===== src/rtl/mem_ctrl_pkg.sv =====
// mem_ctrl_pkg: shared constants, types and helpers for the MEM-stage memory controller.
//   RegLen / RamDataLen : request word width and RAM byte width
//   MemSize*            : req_size encodings (3 is treated as word)
//   state_e             : controller FSM states
//   size_to_len()       : transaction length in bytes for a req_size code
package mem_ctrl_pkg;

    localparam int unsigned RegLen     = 32;
    localparam int unsigned RamDataLen = 8;

    localparam logic [RegLen-1:0] ZERO_WORD    = '0;
    localparam logic              WriteEnable  = 1'b1;
    localparam logic              WriteDisable = 1'b0;

    localparam logic [1:0] MemSizeByte = 2'd0;
    localparam logic [1:0] MemSizeHalf = 2'd1;
    localparam logic [1:0] MemSizeWord = 2'd2;

    typedef enum logic [1:0] {
        IdleState,
        ReadState,
        WriteState,
        DoneState
    } state_e;

    // Byte count of a transaction; the reserved code 3 behaves as a word.
    function automatic logic [2:0] size_to_len(input logic [1:0] size);
        logic [2:0] len;
        case (size)
            MemSizeByte: len = 3'd1;
            MemSizeHalf: len = 3'd2;
            default:     len = 3'd4;
        endcase
        return len;
    endfunction

endpackage


===== src/rtl/mem_ctrl_if.sv =====
// mem_ctrl_if: request/response channel between the MEM pipeline stage and mem_ctrl.
//   req_valid/req_we/req_size/req_signed/req_addr/req_wdata : request, held until resp_valid
//   busy_o      : stall request back to the pipeline
//   resp_valid  : one-cycle completion pulse
//   resp_rdata  : load result (0 for stores)
// Modports: master = pipeline side, slave = controller side.
interface mem_ctrl_if #(
    parameter int unsigned ADDR_W = 32,
    parameter int unsigned DATA_W = 32
);

    logic              req_valid;
    logic              req_we;
    logic [1:0]        req_size;
    logic              req_signed;
    logic [ADDR_W-1:0] req_addr;
    logic [DATA_W-1:0] req_wdata;
    logic              busy_o;
    logic              resp_valid;
    logic [DATA_W-1:0] resp_rdata;

    modport master (
        output req_valid, req_we, req_size, req_signed, req_addr, req_wdata,
        input  busy_o, resp_valid, resp_rdata
    );

    modport slave (
        input  req_valid, req_we, req_size, req_signed, req_addr, req_wdata,
        output busy_o, resp_valid, resp_rdata
    );

endinterface


===== src/rtl/mem_ctrl_load_ext.sv =====
// mem_ctrl_load_ext: size/sign extension of an assembled little-endian load word.
//   data     : assembled bytes, byte 0 in bits [7:0]
//   size     : req_size code of the load
//   sign_ext : 1 = sign-extend byte/half results, 0 = zero-fill
//   result   : extended load value (words pass through)
module mem_ctrl_load_ext
    import mem_ctrl_pkg::*;
(
    input  logic [RegLen-1:0] data,
    input  logic [1:0]        size,
    input  logic              sign_ext,
    output logic [RegLen-1:0] result
);

    always_comb begin
        result = data;
        case (size)
            MemSizeByte: result = {{(RegLen - 8){sign_ext & data[7]}}, data[7:0]};
            MemSizeHalf: result = {{(RegLen - 16){sign_ext & data[15]}}, data[15:0]};
            default:     result = data;
        endcase
    end

endmodule


===== src/rtl/mem_ctrl.sv =====
// mem_ctrl: MEM-stage memory responder over a byte-wide synchronous RAM.
//   clk, rst   : clock, asynchronous active-low reset
//   bus        : request/response channel (mem_ctrl_if.slave)
//   ram_addr   : RAM byte address (0 when idle/done)
//   ram_we     : RAM write strobe
//   ram_dout   : RAM write byte
//   ram_din    : RAM read byte, valid one cycle after its address
// One request at a time; stores go out byte by byte little-endian, loads are
// reassembled then size/sign-extended on the completion cycle.
module mem_ctrl
    import mem_ctrl_pkg::*;
#(
    parameter int unsigned ADDR_W = 32,
    parameter int unsigned DATA_W = RegLen
) (
    input  logic                  clk,
    input  logic                  rst,
    mem_ctrl_if.slave             bus,
    output logic [ADDR_W-1:0]     ram_addr,
    output logic                  ram_we,
    output logic [RamDataLen-1:0] ram_dout,
    input  logic [RamDataLen-1:0] ram_din
);

    state_e            state_q, state_d;
    logic [2:0]        cnt_q, cnt_d;
    logic [2:0]        len_q, len_d;
    logic [ADDR_W-1:0] base_q, base_d;
    logic [1:0]        size_q, size_d;
    logic              signed_q, signed_d;
    logic              we_q, we_d;
    logic [DATA_W-1:0] wdata_q, wdata_d;
    logic [RegLen-1:0] asm_q, asm_d;

    logic [ADDR_W-1:0] addr_cur;
    logic [1:0]        byte_idx;
    logic [RegLen-1:0] ext_data;

    // base+cnt wraps modulo 2^ADDR_W by construction.
    assign addr_cur = base_q + ADDR_W'(cnt_q);
    // RAM data trails the address by a cycle, so cnt selects byte cnt-1.
    assign byte_idx = cnt_q[1:0] - 2'd1;

    mem_ctrl_load_ext u_load_ext (
        .data     (asm_q),
        .size     (size_q),
        .sign_ext (signed_q),
        .result   (ext_data)
    );

    always_ff @(posedge clk or negedge rst) begin
        if (!rst) begin
            state_q  <= IdleState;
            cnt_q    <= '0;
            len_q    <= '0;
            base_q   <= '0;
            size_q   <= '0;
            signed_q <= 1'b0;
            we_q     <= 1'b0;
            wdata_q  <= '0;
            asm_q    <= '0;
        end else begin
            state_q  <= state_d;
            cnt_q    <= cnt_d;
            len_q    <= len_d;
            base_q   <= base_d;
            size_q   <= size_d;
            signed_q <= signed_d;
            we_q     <= we_d;
            wdata_q  <= wdata_d;
            asm_q    <= asm_d;
        end
    end

    always_comb begin
        state_d        = state_q;
        cnt_d          = cnt_q;
        len_d          = len_q;
        base_d         = base_q;
        size_d         = size_q;
        signed_d       = signed_q;
        we_d           = we_q;
        wdata_d        = wdata_q;
        asm_d          = asm_q;
        bus.busy_o     = 1'b0;
        bus.resp_valid = 1'b0;
        bus.resp_rdata = '0;
        ram_addr       = '0;
        ram_we         = WriteDisable;
        ram_dout       = '0;

        unique case (state_q)
            IdleState: begin
                bus.busy_o = bus.req_valid;
                if (bus.req_valid) begin
                    base_d   = bus.req_addr;
                    size_d   = bus.req_size;
                    signed_d = bus.req_signed;
                    we_d     = bus.req_we;
                    wdata_d  = bus.req_wdata;
                    len_d    = size_to_len(bus.req_size);
                    cnt_d    = '0;
                    asm_d    = ZERO_WORD;
                    state_d  = bus.req_we ? WriteState : ReadState;
                end
            end

            WriteState: begin
                bus.busy_o = 1'b1;
                ram_we     = WriteEnable;
                ram_addr   = addr_cur;
                ram_dout   = wdata_q[{cnt_q[1:0], 3'b000} +: RamDataLen];
                if (cnt_q == len_q - 3'd1) begin
                    state_d = DoneState;
                end else begin
                    cnt_d = cnt_q + 3'd1;
                end
            end

            // Runs N+1 cycles: addresses on 0..N-1, captures on 1..N.
            ReadState: begin
                bus.busy_o = 1'b1;
                if (cnt_q < len_q) begin
                    ram_addr = addr_cur;
                end
                if (cnt_q != 3'd0) begin
                    asm_d[{byte_idx, 3'b000} +: RamDataLen] = ram_din;
                end
                if (cnt_q == len_q) begin
                    state_d = DoneState;
                end else begin
                    cnt_d = cnt_q + 3'd1;
                end
            end

            // busy_o stays low so the pipeline advances on this edge.
            DoneState: begin
                bus.resp_valid = 1'b1;
                bus.resp_rdata = we_q ? DATA_W'(ZERO_WORD) : DATA_W'(ext_data);
                state_d        = IdleState;
            end

            default: state_d = IdleState;
        endcase
    end

endmodule

===== src/flat_wrapper.sv =====
// flat-port wrapper written by rule: the top's interface ports become plain ports
module mem_ctrl_flat import mem_ctrl_pkg::*;
#(
    parameter int unsigned ADDR_W = 32,
    parameter int unsigned DATA_W = RegLen
)
  (clk, rst, ram_addr, ram_we, ram_dout, ram_din, bus_req_valid, bus_req_we, bus_req_size, bus_req_signed, bus_req_addr, bus_req_wdata, bus_busy_o, bus_resp_valid, bus_resp_rdata);
  mem_ctrl_if #(.ADDR_W(ADDR_W), .DATA_W(DATA_W)) bus_i ();
  input  logic clk;
  input  logic rst;
  output logic [ADDR_W-1:0] ram_addr;
  output logic ram_we;
  output logic [RamDataLen-1:0] ram_dout;
  input  logic [RamDataLen-1:0] ram_din;
  input wire logic [$bits(bus_i.req_valid)-1:0] bus_req_valid;
  input wire logic [$bits(bus_i.req_we)-1:0] bus_req_we;
  input wire logic [$bits(bus_i.req_size)-1:0] bus_req_size;
  input wire logic [$bits(bus_i.req_signed)-1:0] bus_req_signed;
  input wire logic [$bits(bus_i.req_addr)-1:0] bus_req_addr;
  input wire logic [$bits(bus_i.req_wdata)-1:0] bus_req_wdata;
  output wire logic [$bits(bus_i.busy_o)-1:0] bus_busy_o;
  output wire logic [$bits(bus_i.resp_valid)-1:0] bus_resp_valid;
  output wire logic [$bits(bus_i.resp_rdata)-1:0] bus_resp_rdata;
  assign bus_i.req_valid = bus_req_valid;
  assign bus_i.req_we = bus_req_we;
  assign bus_i.req_size = bus_req_size;
  assign bus_i.req_signed = bus_req_signed;
  assign bus_i.req_addr = bus_req_addr;
  assign bus_i.req_wdata = bus_req_wdata;
  assign bus_busy_o = bus_i.busy_o;
  assign bus_resp_valid = bus_i.resp_valid;
  assign bus_resp_rdata = bus_i.resp_rdata;
  mem_ctrl #(.ADDR_W(ADDR_W), .DATA_W(DATA_W)) u_core (.clk(clk), .rst(rst), .bus(bus_i), .ram_addr(ram_addr), .ram_we(ram_we), .ram_dout(ram_dout), .ram_din(ram_din));
endmodule

===== config.mk =====
export PLATFORM = sky130hd
export DESIGN_NAME = mem_ctrl_flat
export DESIGN_NICKNAME = d
export VERILOG_FILES = /design/src/rtl/mem_ctrl_pkg.sv /design/src/rtl/mem_ctrl_if.sv /design/src/rtl/mem_ctrl_load_ext.sv /design/src/rtl/mem_ctrl.sv /design/src/flat_wrapper.sv
export SDC_FILE = /design/constraint.sdc
export NUM_CORES = 1
export LEC_CHECK = 0
export BUFFER_PORTS_ARGS = -buffer_cell sky130_fd_sc_hd__clkbuf_2
export CAP_MARGIN = 20
export CELL_PAD_IN_SITES_DETAIL_PLACEMENT = 1
export CELL_PAD_IN_SITES_GLOBAL_PLACEMENT = 1
export CORE_AREA = 2 2 98 195
export DETAILED_ROUTE_END_ITERATION = 12
export DIE_AREA = 0 0 100 197
export PLACE_DENSITY = 0.73
export REMOVE_ABC_BUFFERS = 1
export SYNTH_ARGS = -nofsm -noshare
export SYNTH_HDL_FRONTEND = slang
export SYNTH_SLANG_ARGS = --single-unit

===== constraint.sdc =====
create_clock -name clk -period 3.46 [get_ports clk]
set_input_delay 0.346 -clock clk [delete_from_list [all_inputs] [get_ports clk]]
set_output_delay 0.346 -clock clk [all_outputs]
set_load 0.01 [all_outputs]

==> results.md, run 1 <==
- Worst vdd ir: around 0.28 mV
- Cell Rows: 70
- First-pass GRT wire length: between 20 and 30 mm
- Least-Margin Pin Slew: 1000 ps
- Status: complete, no violations
- Fraction of layout cells with a size suffix above 1: 36.9%
- Initial detailed-routing violation count: 161
- Chip width: roughly 100 um
- Worst-path cell chain: ha_1, o211ai_1, or2_1, nor4_1, mux2i_1, clkbuf_2
- Maximum number of pins on one net before global-route repair: about 110
- DRT antenna net count: 0
- Drt pass-1 iters: 4
- Post-Synth Adder-Cell Area: under 10%
- Ant. Diodes: 0
- Worst flop-to-flop path endpoint: u_core.asm_q[26]
- Core area: approximately 0.018 mm^2
- Fin. Hold Viols: 0
- Number of global-route vias before repair: around 5,300
- Critical R2R Launch: u_core.cnt_q[0]
- Number of flops mapped to enable cells by yosys: 0
- F_max: approximately 320 MHz
- Largest area contributor in the netlist: dfrtp_1
- Register bit total from synthesis: around 110
- HPWL after detailed placement: 13.5 mm
- Clock Pin Slew Worst Setup and Hold Paths: approximately 70 ps
- Die height: between 150 and 200 um
- Worst hold path class: in2async
- Commonest cells post-synth: 108 x dfrtp_1, 69 x mux2_2, 42 x a21oi_1
- Worst EP arrival: 2790 ps
- TritonCTS Sinks: between 100 and 150
- Syn Inst Count: 580
- Setup_tns: 0 ps
- Worst Path Max Fanout: 17
- Setup violations, final: 0
- CP max-delay cell: dfrtp_1
- CTS Buf Count: 9
- CTS max path bufs: 2
- Filler cell count: 2,129
- Xor/xnor share of the synthesized area: 1.54%
- RSZ-0062 raised after global routing: no
- Data required, critical path: 3110 ps
- Clk root buf: clkbuf_16
- Die area: roughly 0.020 mm^2
- Final Cycle Share: 90.7%
- DR vias: ~5,000
- Post-synthesis compound-gate area fraction: about a tenth
- CTS tree: yes
- IO Count: about 150
- Most frequent cell after synthesis: dfrtp_1
- Post-Route Skew: 11.1 ps
- Register Area: 0.00270 mm^2
- Total GRT Usage: between 10% and 20%
- Multi-input logic area: between 0.003 and 0.004 mm^2
- Worst setup path category: reg2out
- Post-CTS Setup Inserts: 0
- Cts repair resizes: 0
- Tmin final: roughly 3100 ps
- # port buffers: around 150
- Share of synthesized flip-flops with an asynchronous set or reset: 100%
- Max-slew violation count: 0
- Clock latency on the worst-skew pair: 360 ps
- Initial antenna violation count: 0
- Overflow after GRT: 0
- Warnings, synthesis: 0
- DRC violations left: 0
- Gpl congestion: 0.868
- Max stage delay on crit path: approximately 470 ps
- H-tree depth: 3
- Worst setup EP type: output port
- Max-slew headroom: between 30% and 40%
- Post-Syn Area: slightly above 0.006 mm^2
- Cts hold-fix bufs: 0
- Largest family of logic cells by synthesized area: multiplexers
- CP bufs+invs: 1
- Starting Density: 33.4%
- Mean Syn Cell Area: around 10 um^2
- DR WL/cell: about 19 um
- Synth-to-Final Area Change: 21.0%
- DR vias/cell: 5.29
- Yosys top cell area share: between 40% and 50%
- Final WL: about 18 mm
- Leak Pwr: 3.28 nW
- Pwr Total: ~6.3 mW
- Top cells by area, synth: dfrtp_1 44%, mux2_2 13%, a21oi_1 3.5%, ha_1 3.3%, mux2i_1 3.1%
- Count of cell types in the netlist: between 50 and 60
- Simple-gate portion of the synthesized area: roughly 16%
- Final #Nets: 814
- Worst-case reg-to-reg path depth: 6
- PD cells: between 800 and 900 mW/mm^2
- Mux share of post-synthesis cell area: around a fifth
- Dominant synthesized flop cell: dfrtp_1
- Critical path startpoint category: register
- Seq/Total Area, Yosys: between 40% and 50%
- Kind of cell adding the most delay to the critical path: simple AND/OR/NAND/NOR gates
- Reg-to-reg slack, setup: around 1000 ps
- Max Cap Viol: 0
-- cells by family after synthesis --
kind of cell,Yosys count
flip-flops,108
AO/OA/AOI/OAI,110
multiplexers,96
XOR/XNOR,9
adder cells (fa/ha/maj),17
buffers and inverters,72
AND/OR/NAND/NOR,168
-- per-stage QoR --
step	worst slack, ps	cell area, um^2	hold WS [ps]	cells	utilization, %
finish	321	7350	36.3	939	40.4
global route	106	7350	96.0	939	40.4
CTS	283	7350	86.6	939	40.4
detailed placement	682	7030	469	923	38.6
global placement	750	7030	464	923	38.6
floorplan	562	5920	50.4	547	-
-- layout by cell type, fill, tap and decap left out, types with 6 or more instances in the layout --
cell type  synthesis  final
clkbuf_2           0    152
dfrtp_1          108    108
mux2_2            69     69
a21oi_1           42     42
inv_1             39     39
o21ai_0           37     37
nand3_1           32     32
nand2_1           32     31
nor2_1            20     20
mux2i_1           19     19
ha_1              16     16
o31ai_1           12     12
nand3b_1          10     10
and2_1            10     10
or4_1             10     10
clkbuf_16          0      9
mux4_2             8      8
nor2b_1            7      7
a22o_1             7      7
buf_4              0      7
nor4_1             6      6
-- worst register-to-register path, delay by kind of cell, from the launching register on --
family	cells	cell delay [ps]
AO/OA/AOI/OAI	1	130
buffers and inverters	2	470
adder cells (fa/ha/maj)	1	410
AND/OR/NAND/NOR	2	1020
flip-flops	1	350
-- report_power, final --
part / internal, mW / switching [mW] / total (mW)
Combinational: 1.34 / 1.59 / 2.93
Sequential: 1.75 / 0.455 / 2.21
Clock: 0.654 / 0.467 / 1.12
-- sequential cells by signal (all words and copies together) (netlist names) --
name	count
u_core.asm_q	32
u_core.base_q	32
u_core.cnt_q	3
u_core.len_q	3
u_core.signed_q	1
u_core.size_q	2
u_core.state_q	2
u_core.wdata_q	32
u_core.we_q	1
-- per-layer routing --
| layer | track usage [%] | routed length, um | vias to the layer above | part of all wire [%] |
|---|---|---|---|---|
| met2 | 36.2 | 10200 | 102 | 58 |
| met1 | 19.4 | 6540 | 2495 | 37 |
| met5 | 0 | 0 | - | 0 |
| met3 | 2.62 | 571 | 23 | 3.2 |
| met4 | 6.54 | 361 | 0 | 2.0 |
| li1 | - | - | 2349 | - |
-- worst max path at each step --
stage,depth (start not counted),startpoint,slack [ps],endpoint
final,6,u_core.cnt_q[2],320,ram_addr[31]
after floorplan,7,u_core.cnt_q[0],560,ram_addr[30]
after global placement,6,u_core.cnt_q[2],750,ram_addr[29]
after global routing,7,u_core.cnt_q[1],110,ram_addr[26]
after CTS,6,u_core.cnt_q[2],280,ram_addr[31]
after detailed placement,6,u_core.cnt_q[2],680,ram_addr[31]
-- area by class of cell --
| class | instances | share of cell area (%) |
|---|---|---|
| multi-input combinational | 400 | 41.9 |
| clock inverter | 4 | 0.987 |
| clock buffer | 12 | 3.35 |
| timing repair buffer | 160 | 11.3 |
| inverter | 39 | 1.99 |
| sequential | 108 | 36.8 |
| tap | 216 | 3.68 |
No activity file was read; power rests on OpenSTA's default activity.
==> inputs of run 2 (changes only) <==
--- a/config.mk
+++ b/config.mk
@@ -5,15 +5,17 @@
 export SDC_FILE = /design/constraint.sdc
 export NUM_CORES = 1
 export LEC_CHECK = 0
+export ABC_AREA = 0
 export BUFFER_PORTS_ARGS = -buffer_cell sky130_fd_sc_hd__clkbuf_2
 export CAP_MARGIN = 20
 export CELL_PAD_IN_SITES_DETAIL_PLACEMENT = 1
 export CELL_PAD_IN_SITES_GLOBAL_PLACEMENT = 1
-export CORE_AREA = 2 2 98 195
+export CORE_AREA = 2 2 99 197
 export DETAILED_ROUTE_END_ITERATION = 12
-export DIE_AREA = 0 0 100 197
-export PLACE_DENSITY = 0.73
+export DIE_AREA = 0 0 101 199
+export PLACE_DENSITY = 0.74
 export REMOVE_ABC_BUFFERS = 1
 export SYNTH_ARGS = -nofsm -noshare
 export SYNTH_HDL_FRONTEND = slang
+export SYNTH_HIERARCHICAL = 1
 export SYNTH_SLANG_ARGS = --single-unit
==> constraint.sdc (replaced) <==
create_clock -name clk -period 2.9 [get_ports clk]
set_input_delay 0.29 -clock clk [delete_from_list [all_inputs] [get_ports clk]]
set_output_delay 0.29 -clock clk [all_outputs]
set_load 0.01 [all_outputs]
==> run 2 against run 1 <==
Final cell count grew 4.7%; first-iteration DRC count shrank 27%; clock skew shrank 2.2 ps; largest cell class unchanged.
==> results.md, run 2 <==
- Warnings, synthesis: 6
- Clock Pin Slew Worst Setup and Hold Paths: roughly 80 ps
- Clock latency on the worst-skew pair: ~350 ps
- DR WL/cell: around 18 um
- Post-Route Skew: a little under 9 ps
- Fraction of layout cells with a size suffix above 1: about two fifths
- Commonest cells post-synth: 108 x dfrtp_1, 67 x mux2_2, 51 x nand2_1
- Cell Rows: just over 70
- Largest area contributor in the netlist: dfrtp_1
- Cell area after layout: 0.00773 mm^2
- Dpl cell area: 0.00729 mm^2
- Setup crit start: u_core/base_q[0]
- Worst setup path category: reg2out
- Worst setup EP type: output port
- Worst vdd ir: between 0.3 and 0.4 mV
- Clk root buf: clkbuf_16
- Seq/Total Area, Yosys: approximately 43%
- Final WL: 17.7 mm
- PD cells: between 900 and 1000 mW/mm^2
- Final Cycle Share: 98.9%
- H-tree depth: 3
- Most frequent cell after synthesis: dfrtp_1
- Number of global-route vias before repair: 5,528
- DR vias/cell: about 5.3
- Count of cell types in the netlist: 56
- CTS Buf Count: 9
- Yosys top cell area share: a little over two fifths
- CTS max path bufs: 2
- TritonCTS Sinks: ~110
- Die area: roughly 0.02 mm^2
- Maximum number of pins on one net before global-route repair: 56
- Synth-to-Final Area Change: 23.6%
- Data required, critical path: 2610 ps
- Drt pass-1 iters: 4
- Die height: approximately 200 um
- CTS tree: yes
- Mean Syn Cell Area: ~10 um^2
- Number of flops mapped to enable cells by yosys: 0
- Initial detailed-routing violation count: around 120
- Worst-path cell chain: ha_2, inv_2, fa_2, and2b_2, o2111ai_4, or4_1, a21oi_1, buf_2
- Top Registers: u_core/asm_q x32, u_core/base_q x32, u_core/wdata_q x32
- Non-filler cells, final: 983
- Post-Syn Area: 0.00625 mm^2
- Tmin final: around 2900 ps
- Core area: between 0.015 and 0.02 mm^2
- Setup violations, final: 0
- Chip width: approximately 100 um
- Placed cells: between 900 and 1,000
- Status: complete, no violations
- Filler cell count: 2,164
- DRT antenna net count: 0
- Overflow after GRT: 0
- Leak Pwr: between 3 and 4 nW
- Total GRT Usage: between 10% and 20%
- DR vias: between 5,000 and 6,000
- Register bit total from synthesis: roughly 110
- DRC violations left: 0
- Worst hold path class: in2reg
- IO Count: between 150 and 200
- Final core occ: 41.4%
- Most common cell after layout, fill and taps aside: clkbuf_2
- HPWL after detailed placement: ~14 mm
- Top cells by area, synth: dfrtp_1 43%, mux2_2 12%, and2_1 4.1%, o21ai_0 3.5%, ha_1 3.2%
- Max-slew violation count: 0
- Worst EP arrival: 2580 ps
- # port buffers: 153
- Critical path startpoint category: register
- Critical R2R Launch: u_core/cnt_q[0]
- Worst Path Max Fanout: 7
- Dominant synthesized flop cell: dfrtp_1
- Final #Nets: 854
- Syn Inst Count: 605
- Max stage delay on crit path: about 560 ps
- RSZ-0062 raised after global routing: yes
- Most frequent cells in the layout: 149 x clkbuf_2, 107 x dfrtp_1, 67 x mux2_2, 50 x nand2_1, 43 x o21ai_0
- First-pass GRT wire length: approximately 28 mm
- Fin. Hold Viols: 0
- Least-Margin Pin Slew: 685 ps
- F_max: ~350 MHz
- Max-slew headroom: between 50% and 60%
- CP max-delay cell: or4_1
- Starting Density: 33.5%
- Initial antenna violation count: 1
- Pwr Total: between 7 and 8 mW
- Hold path start: bus_req_size[1]
- Gpl congestion: 0.794
- Max Cap Viol: 0
- Share of synthesized flip-flops with an asynchronous set or reset: 100%
run 2: what timing repair did:
item                                    4_1_cts  5_1_grt
buffers inserted                              0        4
endpoints found under the setup margin       10       30
hold endpoints to repair                     26        0
hold buffers                                  1        0
gates resized for setup                       5       20
pin swaps                                     2       10
run 2: logic make-up (layout without fill, tap and decap cells):
kind of cell | Yosys count | in the layout | synth area share (%)
flip-flops | 108 | 108 | 43.2
XOR/XNOR | 11 | 11 | 1.84
multiplexers | 82 | 82 | 16.3
other | 0 | 1 | 0
AND/OR/NAND/NOR | 199 | 199 | 18.1
buffers and inverters | 68 | 226 | 5.02
AO/OA/AOI/OAI | 120 | 120 | 12.1
adder cells (fa/ha/maj) | 17 | 17 | 3.52
run 2: final timing paths:
| kind | depth (start not counted) | slack, ps | end |
|---|---|---|---|
| worst max-delay path | 8 | 30 | ram_addr[30] |
| worst min-delay path | 2 | 150 | u_core/len_q[0] |
| worst max register to register | 7 | 340 | u_core/asm_q[18] |
| worst min register to register | 1 | 510 | u_core/asm_q[3] |
| max in group asynchronous | 3 | 1670 | u_core/asm_q[0] |
| min in group asynchronous | 2 | 510 | u_core/base_q[16] |
run 2: area by class of cell:
type                            instances  area (um^2)  share of cell area (%)
Antenna cell                            1         2.50                  0.0324
Clock buffer                            9          225                    2.91
Clock inverter                          7         90.1                    1.17
Inverter                               31          120                    1.55
Multi-Input combinational cell        429         3320                    42.9
Sequential cell                       108         2700                    35.0
Tap cell                              219          274                    3.54
Timing Repair Buffer                  179          996                    12.9
run 2: per-layer routing:
| layer | routed length (um) | track usage (%) | vias up | share of wire (%) |
|---|---|---|---|---|
| met3 | 501 | 2.46 | 34 | 2.8 |
| met5 | 0 | 0 | - | 0 |
| met2 | 10000 | 33.9 | 114 | 57 |
| li1 | - | - | 2472 | - |
| met4 | 656 | 8.56 | 0 | 3.7 |
| met1 | 6530 | 18.4 | 2573 | 37 |
run 2: where the power goes:
part | internal, mW | total [mW] | switching [mW]
logic | 1.63 | 3.53 | 1.90
registers | 2.09 | 2.64 | 0.553
clock network | 0.695 | 1.31 | 0.613
total | 4.42 | 7.48 | 3.06
run 2: metrics by stage:
step                      hold slack [ps]  worst slack (ps)  setup TNS (ps)
after global placement                359               265               0
after CTS                             141              4.97               0
after detailed placement              367               240               0
after global routing                  154             -78.7           -1250
after floorplan                     -5.59              7.26               0
final                                 150              30.6               0
run 2: worst max-delay path: cells and delay by family, from the launching register on:
family | cells | cell delay (ps)
AOI/OAI and AO/OA | 2 | 310
buffers and inverters | 2 | 180
and+or+nand+nor | 2 | 860
DFF | 1 | 360
adders and majority gates | 2 | 510
==> inputs of run 3 (changes only) <==
--- a/config.mk
+++ b/config.mk
@@ -10,10 +10,10 @@
 export CAP_MARGIN = 20
 export CELL_PAD_IN_SITES_DETAIL_PLACEMENT = 1
 export CELL_PAD_IN_SITES_GLOBAL_PLACEMENT = 1
-export CORE_AREA = 2 2 99 197
+export CORE_AREA = 2 2 91 180
 export DETAILED_ROUTE_END_ITERATION = 12
-export DIE_AREA = 0 0 101 199
-export PLACE_DENSITY = 0.74
+export DIE_AREA = 0 0 93 182
+export PLACE_DENSITY = 0.85
 export REMOVE_ABC_BUFFERS = 1
 export SYNTH_ARGS = -nofsm -noshare
 export SYNTH_HDL_FRONTEND = slang
==> run 3 against run 2 <==
Clock-buffer cell count did not move; clock skew rose by 5.3 ps; global-route usage rose by 3.2 points; largest power group unchanged.
==> results.md, run 3 (synthesized netlist as in run 2, its figures left out) <==
- Tmin final: approximately 2900 ps
- Final Cycle Share: roughly 100%
- Starting Density: 40.1%
- Die area: 0.0169 mm^2
- H-tree depth: 3
- # port buffers: approximately 150
- Max-slew headroom: 50.2%
- Max-slew violation count: 0
- Sequential fraction of design power: ~36%
- CTS Buf Count: 9
- DR WL/cell: 18.3 um
- Top Registers: u_core/asm_q x32, u_core/base_q x32, u_core/wdata_q x32
- PD cells: between 900 and 1000 mW/mm^2
- DR vias: roughly 5,300
- Synth-to-Final Area Change: 23.0%
- DRC violations left: 0
- Clock Pin Slew Worst Setup and Hold Paths: 80 ps
- Cell Rows: between 60 and 70
- Die height: between 150 and 200 um
- IO Count: roughly 150
- Clock latency on the worst-skew pair: 370 ps
- Number of global-route vias before repair: between 5,000 and 6,000
- Final core occ: 49.3%
- Pwr Total: between 7 and 8 mW
- Initial detailed-routing violation count: 294
- Filler cell count: 1,797
- CTS max path bufs: 2
- Max Cap Viol: 0
- DRT antenna net count: 0
- Final WL: about 18 mm
- Leak Pwr: 3.49 nW
- Clk root buf: clkbuf_16
- Worst setup path category: reg2out
- Multi-input logic area: ~0.0033 mm^2
- Drt pass-1 iters: 4
- Data required, critical path: around 2600 ps
- Psw: between 3 and 4 mW
- Register Area: ~0.0027 mm^2
- Clock power frac: 16.9%
- Chip width: 93 um
- Non-filler cells, final: ~960
- Placed cells: about 940
- Setup violations, final: 0
- Initial antenna violation count: 0
- Worst setup EP type: output port
- Core area: about 0.016 mm^2
- Worst Path Max Fanout: 10
- Int Power: about 4.4 mW
- Critical path startpoint category: register
- Final #Nets: between 800 and 900
- Total GRT Usage: a little over a fifth
- Worst EP arrival: about 2600 ps
- Worst-path cell chain: ha_1, a21oi_1, a21o_4, or4_1, a21oi_1, clkbuf_2
- Most used cell, CP: a21oi_1
- Fin. Hold Viols: 0
- Fraction of layout cells with a size suffix above 1: 39.5%
- Switching portion of total power: between 40% and 50%
- Gpl congestion: between 0.8 and 0.9
- CTS tree: yes
- RSZ-0062 raised after global routing: yes
- TritonCTS Sinks: 108
- Overflow after GRT: 0
- HPWL after detailed placement: ~13 mm
- Ant. Diodes: 0
- F_max: around 350 MHz
- Setup_tns: 0 ps
- Combinational Power Share: ~47%
- CP max-delay cell: or4_1
- DR vias/cell: between 5 and 6
- First-pass GRT wire length: ~28 mm
- Worst vdd ir: 0.561 mV
- Status: complete, no violations
- Worst hold path class: in2reg
- Post-Route Skew: about 14 ps
- Maximum number of pins on one net before global-route repair: 39
- Least-Margin Pin Slew: ~740 ps
- Most common cell after layout, fill and taps aside: clkbuf_2
- Max stage delay on crit path: between 500 and 600 ps
- Most frequent cells in the layout: 147 x clkbuf_2, 108 x dfrtp_1, 67 x mux2_2, 49 x nand2_1, 42 x o21ai_0
## run 3: cell count changes in the layout (fill, tap and decap cells not counted), sizes merged
| cell | previous run | this run |
|---|---|---|
| diode | 1 | 0 |
| bufinv | 1 | 0 |
| clkbuf | 158 | 156 |
| buf | 29 | 30 |
| inv | 34 | 36 |
| clkinvlp | 1 | 0 |
## run 3: worst max-delay path: cells and delay by family (launching register included)
family | cells | cell delay (ps)
adders and majority gates | 1 | 400
buffers and inverters | 1 | 140
DFF | 1 | 470
and+or+nand+nor | 1 | 530
AOI/OAI and AO/OA | 3 | 690
## run 3: area by class of cell
type	instances	share of cell area, %
timing repair buffer	178	12.6
clock buffer	9	2.93
tap	201	3.27
multi-input combinational	429	43.4
sequential	108	35.1
inverter	31	1.51
clock inverter	7	1.09
## run 3: layer usage
layer	wire (um)	part of all wire (%)	vias up	track usage, %
li1	-	-	2472	-
met1	7330	42	2639	25.9
met2	9070	51	157	36.3
met3	960	5.4	17	4.61
met4	264	1.5	0	5.88
met5	0	0	-	0
## run 3: per-stage QoR
| step | instance area, um^2 | setup WS (ps) | hold WS, ps |
|---|---|---|---|
| global placement | 7220 | 210 | 268 |
| detailed placement | 7220 | 130 | 269 |
| global route | 7690 | -104 | 151 |
| floorplan | 6060 | 7.26 | -5.59 |
| finish | 7690 | 7.30 | 150 |
| CTS | 7610 | -6.01 | 146 |
## run 3: final timing paths
check                                       from                end  slack (ps)  cells past startpoint
min in group asynchronous                    rst    u_core/signed_q         410                      2
worst max-delay path             u_core/cnt_q[2]       ram_addr[19]           7                      6
max in group asynchronous                    rst  u_core/base_q[25]        1700                      3
worst min register to register   u_core/asm_q[1]    u_core/asm_q[1]         500                      1
worst max register to register   u_core/cnt_q[0]    u_core/asm_q[3]         300                      7
worst min-delay path            bus_req_addr[19]  u_core/base_q[19]         150                      2
## run 3: repair_timing
item	CTS	global route
gates cloned	0	0
pin swaps	3	9
gates resized for setup	9	20
hold buffers	1	0
endpoints found under the hold margin	33	0
endpoints found under the setup margin	14	28
setup buffers	4	3
## run 3: power groups by stage
stage | combinational (mW) | sequential [mW] | clock (mW)
after global routing | 3.91 | 2.78 | 1.37
after detailed placement | 3.43 | 2.69 | 0
final | 3.56 | 2.69 | 1.27
after floorplan | 2.31 | 2.54 | 0
after global placement | 3.28 | 2.64 | 0
after CTS | 3.52 | 2.67 | 1.30
